$ cat src/rtl/multicycle_ctrl_fsm_pkg.sv
// Shared types and constants for the multicycle control unit: state encoding,
// opcode/condition/ALU command codes, datapath mux selects and flag bit indices.
package multicycle_ctrl_fsm_pkg;

   localparam int unsigned FLAG_W  = 4;
   localparam int unsigned STATE_W = 4;

   typedef enum logic [STATE_W-1:0] {
      S_FETCH  = 4'd0,
      S_DECODE = 4'd1,
      S_MEMADR = 4'd2,
      S_MEMRD  = 4'd3,
      S_MEMWB  = 4'd4,
      S_MEMWR  = 4'd5,
      S_EXECR  = 4'd6,
      S_EXECI  = 4'd7,
      S_ALUWB  = 4'd8,
      S_BRANCH = 4'd9
   } state_t;

   // flag vector bit positions {N,Z,C,V}
   localparam int unsigned FLAG_N = 3;
   localparam int unsigned FLAG_Z = 2;
   localparam int unsigned FLAG_C = 1;
   localparam int unsigned FLAG_V = 0;

   localparam logic [1:0] OP_DP  = 2'b00;
   localparam logic [1:0] OP_MEM = 2'b01;
   localparam logic [1:0] OP_BR  = 2'b10;
   localparam logic [1:0] OP_UND = 2'b11;

   localparam logic [1:0] ALU_ADD = 2'b00;
   localparam logic [1:0] ALU_SUB = 2'b01;
   localparam logic [1:0] ALU_AND = 2'b10;
   localparam logic [1:0] ALU_ORR = 2'b11;

   localparam logic [3:0] CMD_ADD = 4'b0100;
   localparam logic [3:0] CMD_SUB = 4'b0010;
   localparam logic [3:0] CMD_AND = 4'b0000;
   localparam logic [3:0] CMD_ORR = 4'b1100;
   localparam logic [3:0] CMD_CMP = 4'b1010;

   localparam logic [1:0] SRCA_RD1    = 2'b00;
   localparam logic [1:0] SRCA_PC     = 2'b01;
   localparam logic [1:0] SRCA_ALUOUT = 2'b10;

   localparam logic [1:0] SRCB_RD2  = 2'b00;
   localparam logic [1:0] SRCB_IMM  = 2'b01;
   localparam logic [1:0] SRCB_FOUR = 2'b10;

   localparam logic [1:0] RES_ALUOUT = 2'b00;
   localparam logic [1:0] RES_DATA   = 2'b01;
   localparam logic [1:0] RES_ALU    = 2'b10;

   localparam logic [3:0] COND_EQ = 4'b0000;
   localparam logic [3:0] COND_NE = 4'b0001;
   localparam logic [3:0] COND_CS = 4'b0010;
   localparam logic [3:0] COND_CC = 4'b0011;
   localparam logic [3:0] COND_MI = 4'b0100;
   localparam logic [3:0] COND_PL = 4'b0101;
   localparam logic [3:0] COND_VS = 4'b0110;
   localparam logic [3:0] COND_VC = 4'b0111;
   localparam logic [3:0] COND_HI = 4'b1000;
   localparam logic [3:0] COND_LS = 4'b1001;
   localparam logic [3:0] COND_GE = 4'b1010;
   localparam logic [3:0] COND_LT = 4'b1011;
   localparam logic [3:0] COND_GT = 4'b1100;
   localparam logic [3:0] COND_LE = 4'b1101;
   localparam logic [3:0] COND_AL = 4'b1110;

endpackage

$ cat src/rtl/multicycle_ctrl_fsm_if.sv
// Instruction-field / datapath-control bundle between the multicycle datapath
// (master: drives IR fields and ALU flags) and the control unit (slave: drives
// mux selects and write enables).
interface multicycle_ctrl_fsm_if;

   logic [3:0]                                 Cond;
   logic [1:0]                                 Op;
   logic [5:0]                                 Funct;
   logic [3:0]                                 Rd;
   logic [multicycle_ctrl_fsm_pkg::FLAG_W-1:0] ALUFlags;

   logic       PCWrite;
   logic       MemWrite;
   logic       RegWrite;
   logic       IRWrite;
   logic       AdrSrc;
   logic [1:0] ALUSrcA;
   logic [1:0] ALUSrcB;
   logic [1:0] ResultSrc;
   logic [1:0] ImmSrc;
   logic [1:0] RegSrc;
   logic [1:0] ALUControl;

   modport master (
      output Cond, Op, Funct, Rd, ALUFlags,
      input  PCWrite, MemWrite, RegWrite, IRWrite, AdrSrc,
             ALUSrcA, ALUSrcB, ResultSrc, ImmSrc, RegSrc, ALUControl
   );

   modport slave (
      input  Cond, Op, Funct, Rd, ALUFlags,
      output PCWrite, MemWrite, RegWrite, IRWrite, AdrSrc,
             ALUSrcA, ALUSrcB, ResultSrc, ImmSrc, RegSrc, ALUControl
   );

endinterface

$ cat src/rtl/multicycle_ctrl_fsm_cond_eval.sv
// Condition evaluator: decides whether an instruction's condition field passes
// against the current {N,Z,C,V} flags.
//   cond   in  4       condition field
//   flags  in  FLAG_W  stored flag register
//   condex out 1       condition passed
module multicycle_ctrl_fsm_cond_eval
   import multicycle_ctrl_fsm_pkg::*;
(
   input  logic [3:0]        cond,
   input  logic [FLAG_W-1:0] flags,
   output logic              condex
);

   logic n, z, c, v;

   assign n = flags[FLAG_N];
   assign z = flags[FLAG_Z];
   assign c = flags[FLAG_C];
   assign v = flags[FLAG_V];

   always_comb begin
      condex = 1'b0;
      case (cond)
         COND_EQ: condex = z;
         COND_NE: condex = ~z;
         COND_CS: condex = c;
         COND_CC: condex = ~c;
         COND_MI: condex = n;
         COND_PL: condex = ~n;
         COND_VS: condex = v;
         COND_VC: condex = ~v;
         COND_HI: condex = c & ~z;
         COND_LS: condex = ~c | z;
         COND_GE: condex = (n == v);
         COND_LT: condex = (n != v);
         COND_GT: condex = ~z & (n == v);
         COND_LE: condex = z | (n != v);
         COND_AL: condex = 1'b1;
         default: condex = 1'b0;
      endcase
   end

endmodule

$ cat src/rtl/multicycle_ctrl_fsm.sv
// Multicycle CPU control unit: Moore FSM sequencing the shared datapath, ALU
// decoder, NZCV flag register and condition gating of architectural writes.
//   clk       in   system clock
//   reset     in   asynchronous active-high reset
//   bus       slave IR fields / ALU flags in, mux selects / enables out
//   state_dbg out  current state encoding
module multicycle_ctrl_fsm
   import multicycle_ctrl_fsm_pkg::*;
(
   input  logic                  clk,
   input  logic                  reset,
   multicycle_ctrl_fsm_if.slave  bus,
   output logic [STATE_W-1:0]    state_dbg
);

   state_t            state_q, state_d;
   logic [FLAG_W-1:0] flags_q;
   logic              condex_q;
   logic              nowrite_q;
   logic              cond_ok;

   logic       next_pc, reg_w, mem_w, branch, alu_op, ir_write, adr_src;
   logic [1:0] alu_src_a, alu_src_b, result_src;
   logic [1:0] alu_control, flag_w;
   logic       no_write, s_eff;
   logic       exec_state, pcs;

   multicycle_ctrl_fsm_cond_eval u_cond (
      .cond   (bus.Cond),
      .flags  (flags_q),
      .condex (cond_ok)
   );

   // state register
   always_ff @(posedge clk or posedge reset) begin
      if (reset) state_q <= S_FETCH;
      else       state_q <= state_d;
   end

   // next state and Moore controls
   always_comb begin
      state_d    = state_q;
      next_pc    = 1'b0;
      reg_w      = 1'b0;
      mem_w      = 1'b0;
      branch     = 1'b0;
      alu_op     = 1'b0;
      ir_write   = 1'b0;
      adr_src    = 1'b0;
      alu_src_a  = SRCA_RD1;
      alu_src_b  = SRCB_RD2;
      result_src = RES_ALUOUT;
      case (state_q)
         S_FETCH: begin
            ir_write   = 1'b1;
            next_pc    = 1'b1;
            alu_src_a  = SRCA_PC;
            alu_src_b  = SRCB_FOUR;
            result_src = RES_ALU;
            state_d    = S_DECODE;
         end
         S_DECODE: begin
            alu_src_a  = SRCA_PC;
            alu_src_b  = SRCB_FOUR;
            result_src = RES_ALU;
            case (bus.Op)
               OP_MEM:  state_d = S_MEMADR;
               OP_DP:   state_d = bus.Funct[5] ? S_EXECI : S_EXECR;
               OP_BR:   state_d = S_BRANCH;
               OP_UND:  state_d = S_FETCH;
               default: state_d = S_FETCH;
            endcase
         end
         S_MEMADR: begin
            alu_src_b = SRCB_IMM;
            state_d   = bus.Funct[0] ? S_MEMRD : S_MEMWR;
         end
         S_MEMRD: begin
            adr_src = 1'b1;
            state_d = S_MEMWB;
         end
         S_MEMWB: begin
            result_src = RES_DATA;
            reg_w      = 1'b1;
            state_d    = S_FETCH;
         end
         S_MEMWR: begin
            adr_src = 1'b1;
            mem_w   = 1'b1;
            state_d = S_FETCH;
         end
         S_EXECR: begin
            alu_op  = 1'b1;
            state_d = S_ALUWB;
         end
         S_EXECI: begin
            alu_src_b = SRCB_IMM;
            alu_op    = 1'b1;
            state_d   = S_ALUWB;
         end
         S_ALUWB: begin
            result_src = RES_ALUOUT;
            reg_w      = 1'b1;
            state_d    = S_FETCH;
         end
         S_BRANCH: begin
            alu_src_a  = SRCA_ALUOUT;
            alu_src_b  = SRCB_IMM;
            result_src = RES_ALU;
            branch     = 1'b1;
            state_d    = S_FETCH;
         end
         default: state_d = S_FETCH;
      endcase
   end

   // ALU decoder; CMP forces S, unsupported commands write nothing
   always_comb begin
      alu_control = ALU_ADD;
      flag_w      = 2'b00;
      no_write    = 1'b0;
      s_eff       = 1'b0;
      if (alu_op) begin
         s_eff = bus.Funct[0];
         case (bus.Funct[4:1])
            CMD_ADD: alu_control = ALU_ADD;
            CMD_SUB: alu_control = ALU_SUB;
            CMD_AND: alu_control = ALU_AND;
            CMD_ORR: alu_control = ALU_ORR;
            CMD_CMP: begin
               alu_control = ALU_SUB;
               no_write    = 1'b1;
               s_eff       = 1'b1;
            end
            default: begin
               alu_control = ALU_ADD;
               no_write    = 1'b1;
               s_eff       = 1'b0;
            end
         endcase
         if (s_eff) flag_w = {1'b1, (alu_control == ALU_ADD) || (alu_control == ALU_SUB)};
      end
   end

   assign exec_state = (state_q == S_EXECR) || (state_q == S_EXECI);

   // condition result latched at end of DECODE; NoWrite carried from EXEC
   // into ALUWB since the decoder only reports it while ALUOp is set
   always_ff @(posedge clk or posedge reset) begin
      if (reset) begin
         condex_q  <= 1'b0;
         nowrite_q <= 1'b0;
      end else begin
         if (state_q == S_DECODE) begin
            condex_q  <= cond_ok;
            nowrite_q <= 1'b0;
         end
         if (exec_state) nowrite_q <= no_write;
      end
   end

   // NZCV register, split N/Z and C/V write enables
   always_ff @(posedge clk or posedge reset) begin
      if (reset) begin
         flags_q <= '0;
      end else if (exec_state && condex_q) begin
         if (flag_w[1]) flags_q[FLAG_N:FLAG_Z] <= bus.ALUFlags[FLAG_N:FLAG_Z];
         if (flag_w[0]) flags_q[FLAG_C:FLAG_V] <= bus.ALUFlags[FLAG_C:FLAG_V];
      end
   end

   assign pcs = branch | (reg_w & (bus.Rd == 4'hF));

   // write enables held low for the whole reset assertion
   assign bus.PCWrite    = ~reset & (next_pc | (pcs & condex_q));
   assign bus.RegWrite   = ~reset & reg_w & condex_q & ~nowrite_q;
   assign bus.MemWrite   = ~reset & mem_w & condex_q;
   assign bus.IRWrite    = ~reset & ir_write;
   assign bus.AdrSrc     = adr_src;
   assign bus.ALUSrcA    = alu_src_a;
   assign bus.ALUSrcB    = alu_src_b;
   assign bus.ResultSrc  = result_src;
   assign bus.ALUControl = alu_control;
   assign bus.ImmSrc     = bus.Op;
   assign bus.RegSrc     = {bus.Op == OP_MEM, bus.Op == OP_BR};
   assign state_dbg      = state_q;

endmodule

$ cat src/flat_wrapper.sv
// flat-port wrapper written by rule: the top's interface ports become plain ports
module multicycle_ctrl_fsm_flat import multicycle_ctrl_fsm_pkg::*;
  (clk, reset, state_dbg, bus_Cond, bus_Op, bus_Funct, bus_Rd, bus_ALUFlags, bus_PCWrite, bus_MemWrite, bus_RegWrite, bus_IRWrite, bus_AdrSrc, bus_ALUSrcA, bus_ALUSrcB, bus_ResultSrc, bus_ImmSrc, bus_RegSrc, bus_ALUControl);
  multicycle_ctrl_fsm_if bus_i ();
  input  logic clk;
  input  logic reset;
  output logic [STATE_W-1:0] state_dbg;
  input wire logic [$bits(bus_i.Cond)-1:0] bus_Cond;
  input wire logic [$bits(bus_i.Op)-1:0] bus_Op;
  input wire logic [$bits(bus_i.Funct)-1:0] bus_Funct;
  input wire logic [$bits(bus_i.Rd)-1:0] bus_Rd;
  input wire logic [$bits(bus_i.ALUFlags)-1:0] bus_ALUFlags;
  output wire logic [$bits(bus_i.PCWrite)-1:0] bus_PCWrite;
  output wire logic [$bits(bus_i.MemWrite)-1:0] bus_MemWrite;
  output wire logic [$bits(bus_i.RegWrite)-1:0] bus_RegWrite;
  output wire logic [$bits(bus_i.IRWrite)-1:0] bus_IRWrite;
  output wire logic [$bits(bus_i.AdrSrc)-1:0] bus_AdrSrc;
  output wire logic [$bits(bus_i.ALUSrcA)-1:0] bus_ALUSrcA;
  output wire logic [$bits(bus_i.ALUSrcB)-1:0] bus_ALUSrcB;
  output wire logic [$bits(bus_i.ResultSrc)-1:0] bus_ResultSrc;
  output wire logic [$bits(bus_i.ImmSrc)-1:0] bus_ImmSrc;
  output wire logic [$bits(bus_i.RegSrc)-1:0] bus_RegSrc;
  output wire logic [$bits(bus_i.ALUControl)-1:0] bus_ALUControl;
  assign bus_i.Cond = bus_Cond;
  assign bus_i.Op = bus_Op;
  assign bus_i.Funct = bus_Funct;
  assign bus_i.Rd = bus_Rd;
  assign bus_i.ALUFlags = bus_ALUFlags;
  assign bus_PCWrite = bus_i.PCWrite;
  assign bus_MemWrite = bus_i.MemWrite;
  assign bus_RegWrite = bus_i.RegWrite;
  assign bus_IRWrite = bus_i.IRWrite;
  assign bus_AdrSrc = bus_i.AdrSrc;
  assign bus_ALUSrcA = bus_i.ALUSrcA;
  assign bus_ALUSrcB = bus_i.ALUSrcB;
  assign bus_ResultSrc = bus_i.ResultSrc;
  assign bus_ImmSrc = bus_i.ImmSrc;
  assign bus_RegSrc = bus_i.RegSrc;
  assign bus_ALUControl = bus_i.ALUControl;
  multicycle_ctrl_fsm u_core (.clk(clk), .reset(reset), .bus(bus_i), .state_dbg(state_dbg));
endmodule
$ cat config.mk
export PLATFORM = sky130hd
export DESIGN_NAME = multicycle_ctrl_fsm_flat
export DESIGN_NICKNAME = d
export VERILOG_FILES = /design/src/rtl/multicycle_ctrl_fsm_pkg.sv /design/src/rtl/multicycle_ctrl_fsm_if.sv /design/src/rtl/multicycle_ctrl_fsm_cond_eval.sv /design/src/rtl/multicycle_ctrl_fsm.sv /design/src/flat_wrapper.sv
export SDC_FILE = /design/constraint.sdc
export NUM_CORES = 1
export LEC_CHECK = 0
export ABC_AREA = 1
export CORE_MARGIN = 10
export CORE_UTILIZATION = 38
export CTS_BUF_LIST = sky130_fd_sc_hd__clkbuf_8
export CTS_CLUSTER_SIZE = 40
export DETAILED_ROUTE_END_ITERATION = 8
export GPL_TIMING_DRIVEN = 0
export PLACE_DENSITY_LB_ADDON = 0.2
export SYNTH_ARGS = -nofsm -noshare
export SYNTH_HDL_FRONTEND = slang
export SYNTH_SLANG_ARGS = --single-unit
$ cat constraint.sdc
create_clock -name clk -period 1.17 [get_ports clk]
set_input_delay 0.117 -clock clk [delete_from_list [all_inputs] [get_ports clk]]
set_output_delay 0.117 -clock clk [all_outputs]
set_load 0.005 [all_outputs]
==> impl_metrics.yaml <==
outcome:
  outcome: "complete, but fails checks"
  violations: "negative setup slack"
clock_network:
  cts_tree: "built"
  clk_path_buf_depth: 2
  root_buffer: "clkbuf_8"
  hold_buffers: 0
  htreeDepth: 1
  clkSinkCount: 10
  clock_latency_ns: 0.23
  path_clk_slew_ns: 0.05
  cts_buffers: 3
power:
  pwr-share-clk_pct: 12.9
  seq_power_share_pct: 19.2
  comb_power_share_pct: 67.9
  p_int_uw: 1900
  ir_drop_v: 0.00156
  switchingPower_uw: 1410
  p_leak_uw: 0.000886
  p_sw_share_pct: 42.7
  powerDensity_nw_per_um2: 1930
detailed_routing:
  viasPerCell: 4.96
  drt.antenna.violating_nets: 0
  first_iter_violations: 55
  dr.pass1.iters: 4
  post_drt_wl_per_cell_um: 14.4
  finalWirelength_mm: 3.57
  via_count: 1231
  drc: 0
place:
  placed_area_um2: 1370
  place_congestion: 0.809
  io_buffer_count: 42
  placed_cells: 221
  hpwl_mm: 2.27
  pre_cts_ws_ns: -0.790
grt:
  grt_pass1_wl_mm: 5.15
  grt_pass1_vias: 1186
  grt_use_total_pct: 13.7
  grt_max_degree: 11
  grt.overflow.total: 0
  antenna_found_initial: 0
timing:
  slew_violations: 0
  tns_ns: -5.03
  fin_ws_ns: -0.360
  relSlewSlack_pct: 84.7
  fin_skew_ns: 0.00142
  min_period_ns: 1.53
  min_period_over_period_pct: 131
  setup_viol: 24
  tightest_slew_ns: 0.229
  final_hold_viol_count: 0
  rsz0062_at_grt: "true"
  fmax_mhz: 653
layout:
  area_growth_pct: 88.4
  fill_cells: 163
  fin_nets: 243
  antenna_cells: 0
  final_cells: 248
  drive_above_1_share_pct: 40.9
  stdcell_area_um2: 1710
die:
  dieArea_um2: 4750
  fp.dieW_um: 68.9
  io_pins: 43
  die_h_um: 68.9
  initial_core_util_pct: 40.3
  rows: 17
  fp.coreArea_um2: 2250
yosys:
  avgSynthCellArea_um2: 6.02
  syn_inst: 151
  ys_ff_latch: 10
  synthesis.area_um2: 910
  synth.top_cells.by_area: "dfrtp_1 (28%), nand2_1 (19%), inv_1 (9.5%)"
  yosysUniqueCellTypes: 23
  seq_area_frac_synth_pct: 27.5
  ys_warn_count: 0
  synth_area_leader_cell: "dfrtp_1"
  synth_top_cell_area_share_pct: 27.5
  synth_nets: 173
setup_path:
  arrival_ns: 1.41
  end_kind: "output port"
  start_kind: "flip-flop"
  critical_path_class: "reg2out"
  r2r_start: "u_core.state_dbg[2]$_DFF_PP0_"
  crit_start: "u_core.state_dbg[2]$_DFF_PP0_"
  crit_required_ns: 1.05
  crit_fanout: 4
hold_path:
  hold_path.class: "in2reg"
  worstHoldStart: "bus_Op[1]"
run:
  drv_cap: 0
==> through the flow <==
| step | utilization, % | hold slack, ns | total power [uW] |
|---|---|---|---|
| CTS | 71.3 | 0.295 | 2940 |
| detailed placement | 60.5 | 0.494 | 2000 |
| finish | 76.0 | 0.285 | 3310 |
| floorplan | - | -0.0348 | 1300 |
| global route | 76.0 | 0.301 | 3530 |
| global placement | 60.5 | 0.486 | 1970 |
==> cell families (layout without fill, tap and decap cells) <==
logic type             after synthesis  after routing  synth area share, %
AOI/OAI and AO/OA                   13             13                 9.35
buffers and inverters               30             99                 13.8
DFF                                 10             10                 27.5
and+or+nand+nor                     98             98                 49.4
==> layout by cell type, fill, tap and decap left out, drive strengths merged <==
cell / n
clkdlybuf4s15: 2
a21oi: 5
nand3b: 1
o21ai: 5
nor4: 1
dlymetal6s2s: 1
dlygate4sd2: 6
o211ai: 1
nand2: 51
clkdlybuf4s50: 19
clkinvlp: 1
o22ai: 2
nor2: 23
clkbuf: 5
nand3: 16
nor3: 2
dfrtp: 10
nand4: 4
buf: 40
inv: 25
==> flip-flops by register name, indices dropped and copies added (netlist names) <==
signal            cells
u_core.condex_q       1
u_core.nowrite_q      1
u_core.state_dbg      4
u_core.flags_q        4
==> power by group through the flow <==
stage	registers [uW]	clock network, uW	logic, uW
2_1_floorplan	576	0	725
3_3_place_gp	594	0	1380
3_5_place_dp	596	0	1410
4_1_cts	616	436	1890
5_1_grt	652	453	2430
6_report	637	428	2250
==> worst paths after layout <==
path	end	slack, ns	cells after the start
max	bus_PCWrite	-0.36	6
min	u_core.state_dbg[1]$_DFF_PP0_	0.28	2
max reg2reg	u_core.flags_q[0]$_DFFE_PP0P_	-0.19	8
min reg2reg	u_core.flags_q[1]$_DFFE_PP0P_	0.50	2
max in group asynchronous	u_core.state_dbg[0]$_DFF_PP0_	0.68	3
min in group asynchronous	u_core.condex_q$_DFFE_PP0P_	0.34	3
==> synthesized netlist by cell type, drive strengths merged <==
cell type and count:
a21oi 5, buf 4, dfrtp 10, inv 26, nand2 51, nand3 16
nand3b 1, nand4 4, nor2 23, nor3 2, nor4 1, o211ai 1
o21ai 5, o22ai 2
==> per-layer routing <==
metal  global-route usage (%)  up-vias  routed length (um)
met5                        0        -                   0
met1                     14.2      557                1430
met3                     3.38        8                 217
met4                     5.67        0                  87
met2                     25.5       53                1840
li1                         -      613                   -
==> worst max-delay path, cell delays in order (launching register included) <==
cell	delay (ns)
dfrtp_2	0.44
buf_4	0.16
nor2_4	0.10
buf_6	0.13
nand2_1	0.10
a21oi_2	0.14
buf_2	0.12
==> repair_timing <==
item	in CTS	in global routing
resized for setup	100	22
buffers inserted	16	7
pin swaps	14	4
cloned	0	0
setup endpoints to repair	31	25
==> layout make-up <==
type | instances | area [um^2] | share of cell area [%]
Timing Repair Buffer | 65 | 557 | 32.5
Buffer | 4 | 37.5 | 2.19
Tap cell | 28 | 35.0 | 2.04
Multi-Input combinational cell | 111 | 672 | 39.2
Inverter | 26 | 104 | 6.06
Clock buffer | 4 | 55.1 | 3.21
Sequential cell | 10 | 254 | 14.8
No activity file was read; power rests on OpenSTA's default activity.
